$ cat src/rtl/jtbubl_rom_pkg.sv
// Shared definitions for the graphics ROM slot: FSM encoding and default widths.
package jtbubl_rom_pkg;

   localparam int unsigned ROM_AW   = 18;
   localparam int unsigned SDRAM_AW = 22;

   typedef enum logic [1:0] {
      StIdle = 2'd0,
      StReq  = 2'd1,
      StWait = 2'd2
   } state_e;

endpackage

$ cat src/rtl/jtbubl_rom_tag.sv
// Tag cache for the ROM slot: entry storage, hit compare and registered rom_ok/rom_data.
// JTBUBL_ROMSLOT_CACHE2_EN selects a two-entry cache with an LRU bit instead of one entry.
module jtbubl_rom_tag #(
   parameter int unsigned TW = 17
) (
   input  logic          clk,
   input  logic          rst_n,
   input  logic          lookup_en,
   input  logic [TW-1:0] lookup_tag,
   input  logic          fill,
   input  logic [TW-1:0] fill_tag,
   input  logic [31:0]   fill_data,
   output logic          hit,
   output logic          ok,
   output logic [31:0]   rd_data
);

`ifdef JTBUBL_ROMSLOT_CACHE2_EN

   logic [1:0]    valid_q;
   logic [TW-1:0] tag_q [2];
   logic [31:0]   data_q [2];
   logic          lru_q;
   logic          ok_q;
   logic [31:0]   rd_q;
   logic [1:0]    match;
   logic [31:0]   hit_data;

   assign match[0] = valid_q[0] && (tag_q[0] == lookup_tag);
   assign match[1] = valid_q[1] && (tag_q[1] == lookup_tag);
   assign hit      = |match;
   assign hit_data = match[1] ? data_q[1] : data_q[0];

   // lru_q names the entry the next fill will replace.
   always_ff @(posedge clk or negedge rst_n) begin
      if (!rst_n) begin
         valid_q   <= '0;
         tag_q[0]  <= '0;
         tag_q[1]  <= '0;
         data_q[0] <= '0;
         data_q[1] <= '0;
         lru_q     <= 1'b0;
         ok_q      <= 1'b0;
         rd_q      <= '0;
      end else begin
         ok_q <= lookup_en && hit;
         if (lookup_en && hit) begin
            rd_q <= hit_data;
         end
         if (fill) begin
            valid_q[lru_q] <= 1'b1;
            tag_q[lru_q]   <= fill_tag;
            data_q[lru_q]  <= fill_data;
            lru_q          <= ~lru_q;
         end else if (lookup_en && hit) begin
            lru_q <= ~match[1];
         end
      end
   end

   assign ok      = ok_q;
   assign rd_data = rd_q;

`else

   logic          valid_q;
   logic [TW-1:0] tag_q;
   logic [31:0]   data_q;
   logic          ok_q;

   assign hit = valid_q && (tag_q == lookup_tag);

   always_ff @(posedge clk or negedge rst_n) begin
      if (!rst_n) begin
         valid_q <= 1'b0;
         tag_q   <= '0;
         data_q  <= '0;
         ok_q    <= 1'b0;
      end else begin
         ok_q <= lookup_en && hit;
         if (fill) begin
            valid_q <= 1'b1;
            tag_q   <= fill_tag;
            data_q  <= fill_data;
         end
      end
   end

   assign ok      = ok_q;
   assign rd_data = data_q;

`endif

endmodule

$ cat src/rtl/jtbubl_rom_slot.sv
// Graphics ROM slot: turns client 32-bit fetches into SDRAM reads through a small tag cache.
// Optional two-entry cache is enabled by defining JTBUBL_ROMSLOT_CACHE2_EN.
module jtbubl_rom_slot #(
   parameter int unsigned         AW       = jtbubl_rom_pkg::ROM_AW,
   parameter int unsigned         SDRAM_AW = jtbubl_rom_pkg::SDRAM_AW,
   parameter logic [SDRAM_AW-1:0] OFFSET   = '0
) (
   input  logic                clk,
   input  logic                rst_n,
   input  logic                rom_cs,
   input  logic [AW-1:0]       rom_addr,
   output logic [31:0]         rom_data,
   output logic                rom_ok,
   output logic                sdram_req,
   output logic [SDRAM_AW-1:0] sdram_addr,
   input  logic                sdram_ack,
   input  logic                data_rdy,
   input  logic [31:0]         data_read
);

   import jtbubl_rom_pkg::state_e;
   import jtbubl_rom_pkg::StIdle;
   import jtbubl_rom_pkg::StReq;
   import jtbubl_rom_pkg::StWait;

   localparam int unsigned TW = AW - 1;

   state_e              state_q, state_d;
   logic [TW-1:0]       req_tag_q, req_tag_d;
   logic                sdram_req_q, sdram_req_d;
   logic [SDRAM_AW-1:0] sdram_addr_q, sdram_addr_d;
   logic [TW-1:0]       cur_tag;
   logic [SDRAM_AW-1:0] word_addr;
   logic [SDRAM_AW-1:0] req_addr;
   logic                hit;
   logic                fill;
   logic                unused_addr_lsb;

   // 32-bit fetches always start on an even 16-bit word.
   assign cur_tag         = rom_addr[AW-1:1];
   assign unused_addr_lsb = rom_addr[0];
   assign word_addr       = SDRAM_AW'({rom_addr[AW-1:1], 1'b0});
   assign req_addr        = OFFSET + word_addr;

   jtbubl_rom_tag #(
      .TW(TW)
   ) u_tag (
      .clk       (clk),
      .rst_n     (rst_n),
      .lookup_en (rom_cs),
      .lookup_tag(cur_tag),
      .fill      (fill),
      .fill_tag  (req_tag_q),
      .fill_data (data_read),
      .hit       (hit),
      .ok        (rom_ok),
      .rd_data   (rom_data)
   );

   always_ff @(posedge clk or negedge rst_n) begin
      if (!rst_n) begin
         state_q      <= StIdle;
         req_tag_q    <= '0;
         sdram_req_q  <= 1'b0;
         sdram_addr_q <= '0;
      end else begin
         state_q      <= state_d;
         req_tag_q    <= req_tag_d;
         sdram_req_q  <= sdram_req_d;
         sdram_addr_q <= sdram_addr_d;
      end
   end

   // An issued read always runs to completion: the arbiter has no abort.
   always_comb begin
      state_d      = state_q;
      req_tag_d    = req_tag_q;
      sdram_req_d  = sdram_req_q;
      sdram_addr_d = sdram_addr_q;
      fill         = 1'b0;
      case (state_q)
         StIdle: begin
            if (rom_cs && !hit) begin
               req_tag_d    = cur_tag;
               sdram_addr_d = req_addr;
               sdram_req_d  = 1'b1;
               state_d      = StReq;
            end
         end
         StReq: begin
            if (sdram_ack) begin
               sdram_req_d = 1'b0;
               if (data_rdy) begin
                  fill    = 1'b1;
                  state_d = StIdle;
               end else begin
                  state_d = StWait;
               end
            end
         end
         StWait: begin
            if (data_rdy) begin
               fill    = 1'b1;
               state_d = StIdle;
            end
         end
         default: begin
            state_d = StIdle;
         end
      endcase
   end

   assign sdram_req  = sdram_req_q;
   assign sdram_addr = sdram_addr_q;

endmodule

$ cat config.mk
export PLATFORM = sky130hd
export DESIGN_NAME = jtbubl_rom_slot
export DESIGN_NICKNAME = d
export VERILOG_FILES = /design/src/rtl/jtbubl_rom_pkg.sv /design/src/rtl/jtbubl_rom_tag.sv /design/src/rtl/jtbubl_rom_slot.sv
export SDC_FILE = /design/constraint.sdc
export NUM_CORES = 1
export LEC_CHECK = 0
export CORE_ASPECT_RATIO = 1.75
export CORE_MARGIN = 4
export CORE_UTILIZATION = 48
export DETAILED_ROUTE_END_ITERATION = 10
export PLACE_DENSITY_LB_ADDON = 0.15
export SETUP_SLACK_MARGIN = 0.2
export SLEW_MARGIN = 20
export SYNTH_ARGS = -nofsm -noshare
export SYNTH_HDL_FRONTEND = slang
export SYNTH_HIERARCHICAL = 1
export SYNTH_SLANG_ARGS = --single-unit
$ cat constraint.sdc
create_clock -name clk -period 3.4 [get_ports clk]
set_input_delay 0.51 -clock clk [delete_from_list [all_inputs] [get_ports clk]]
set_output_delay 0.51 -clock clk [all_outputs]
set_load 0.1 [all_outputs]
==> results_dict.tcl <==
set metrics [dict create \
    status "completed" \
    crit_required_ns 3.62 \
    rsz0062_at_grt "false" \
    gp_congestion 0.714 \
    antenna_cells 0 \
    syn_avg_cell_area_um2 14.9 \
    synth_cell_type_count 30 \
    grt_pass1_vias 2075 \
    antenna_left 0 \
    grt_max_degree 72 \
    routed-via-count 1932 \
    critPathSlowestCell "clkdlybuf4s50_1" \
    drc 0 \
    layout-drive-gt1-share_pct 27.2 \
    yosysSeqAreaShare_pct 58.2 \
    synth_async_sr_flop_share_pct 100 \
    synth_edf_count 0 \
    finalMaxSlewViolations 0 \
    max_stage_delay_ns 0.45 \
    critPathMaxFanout 18 \
    hp-class "input pin to async pin" \
    finalSetupTns_ns 0 \
    die-area_mm2 0.00775 \
    cts_max_level 3 \
    ys.flop_type "dfrtp_1" \
    hpwl_um 4370 \
    rows 38 \
    worst_slew_pin_slew_ns 1.00 \
    cts-resized-gates 0 \
    final_cell_mix "clkdlybuf4s50_1, dfrtp_1, mux2_2, xor2_1, clkbuf_8" \
    clock-root-buffer "clkbuf_8" \
    clock_sinks 71 \
    ios 111 \
    worstPathArrival_ns 2.73 \
    fmax_ghz 0.398 \
    routed_wl_um 6090 \
    netlist_instances 205 \
    dieWidth_um 68.3 \
    finClkSkew_ns 0.00688 \
    hold_buffers 0 \
    crit_type "input pin to flip-flop" \
    fin_nets 372 \
    yosysTopAreaCell "dfrtp_1" \
    die_y_um 114 \
    antenna_found_initial 0 \
    setup_viol 0 \
    post_cts_buffers 0 \
    port_buffers 104 \
    hold_viol 0 \
    finalCriticalPeriod_ns 2.51 \
    min_period_over_period_pct 73.8 \
    drt_iter0_drc 86 \
    core_mm2 0.00618 \
    viasPerCell 4.88 \
    overflow 0 \
    numCtsBuffers 9 \
    dr.pass1.iters 4 \
    cts_tree "built" \
    slew_headroom_pct 32.9 \
    final_common_cell "clkdlybuf4s50_1" \
    yosys_warnings 6 \
    clockBufferDepth 2 \
    cp-start-kind "input pin" \
    routedWlPerCell_um 15.4 \
    syn_area_mm2 0.00305 \
    grt_pass1_wl_um 9890 \
    synth_seq_cells 71 \
    synth_area_leaders "dfrtp_1, mux2_2, mux2_4" \
    worstSkewPairLatency_ns 0.34 \
    track_usage_pct 17.4 \
    drv_cap 0 \
    start_util_pct 49.4 \
    cts.clk_slew.worst_paths_ns 0.07 \
    path_cells "clkdlybuf4s50_1 -> xor2_1 -> nor4_2 -> nand3_1 -> nor3_1 -> nand3b_4 -> mux2_2" \
    areaGrowthSynthToFinish_pct 41.1 \
    netlist.area_leader.share_pct 58.2 \
    crit_path_end_kind "flip-flop" \
]
stage by stage:
step / area [µm²] / utilization (%) / hold slack (ns) / instances / setup WS (ns)
3_5_place_dp: 4150 / 67.1 / 0.459 / 382 / 0.497
5_1_grt: 4310 / 69.7 / 0.345 / 396 / 0.787
3_3_place_gp: 4150 / 67.1 / 0.454 / 382 / 0.516
6_report: 4310 / 69.7 / 0.288 / 396 / 0.889
4_1_cts: 4310 / 69.7 / 0.314 / 396 / 0.870
2_1_floorplan: 3070 / - / 0.214 / 209 / 1.31
layout make-up:
cell class / count / area, µm²
well taps: 80 / 100
inverters: 7 / 26.3
fillers: 465 / 1870
clock buffers: 13 / 159
flip-flops and latches: 71 / 1780
multi-input cells: 119 / 1200
repair buffers: 105 / 1050
clock inverters: 1 / 5.00
critical path: cells and delay by family:
| family | cells | cell delay [ns] |
|---|---|---|
| buffers and inverters | 1 | 0.45 |
| and+or+nand+nor | 4 | 1.21 |
| muxes | 1 | 0.38 |
| xor gates and xnor gates | 1 | 0.18 |
layer usage:
layer	GRT usage (%)	part of all wire, %
met1	19.7	38
met3	8.67	9.4
met2	27.1	51
met5	0	0
met4	7.57	1.8
final timing paths:
kind                                              from                       endpoint  slack (ns)  cells after the start
setup / recovery                          rom_addr[13]       req_tag_q[0]$_DFFE_PN0P_        0.89                      7
hold / removal                                   rst_n          sdram_req$_DFFE_PN0P_        0.29                      1
setup reg to reg           u_tag/tag_q[12]$_DFFE_PN0P_       req_tag_q[0]$_DFFE_PN0P_        1.15                      6
hold reg to reg              u_tag/valid_q$_DFFE_PN0P_      u_tag/valid_q$_DFFE_PN0P_        0.47                      1
max in group asynchronous                        rst_n  u_tag/rd_data[16]$_DFFE_PN0P_        2.54                      1
min in group clk             u_tag/valid_q$_DFFE_PN0P_      u_tag/valid_q$_DFFE_PN0P_        0.47                      1
cell usage after synthesis, drive strengths merged, types with 2 or more instances:
cell / instances
xor2: 14
nand2: 3
mux2: 64
ha: 4
o21ai: 3
buf: 11
inv: 7
dfrtp: 71
nor3: 2
nand3: 2
nor4: 4
nand2b: 3
nor2b: 3
state kept, by name, summed over array words and instances, names as in the netlist:
register,flops
u_tag/rd_data,32
req_tag_q,17
u_tag/tag_q,17
state_q,2
sdram_req,1
u_tag/ok,1
u_tag/valid_q,1
kinds of logic (layout without fill, tap and decap cells):
kind of cell | after synthesis | after routing | share of synthesized area (%)
buffers and inverters | 19 | 126 | 3.40
AO/OA/AOI/OAI | 11 | 11 | 2.74
adder cells (fa/ha/maj) | 4 | 4 | 1.64
AND/OR/NAND/NOR | 20 | 20 | 4.88
other | 1 | 5 | 0.123
flip-flops | 71 | 71 | 58.2
multiplexers | 65 | 65 | 25.0
XOR/XNOR | 14 | 14 | 4.01
Power is left out: the tool's default activity adds up to more than one toggle a clock period on the data nets, which glitch-free logic cannot reach.
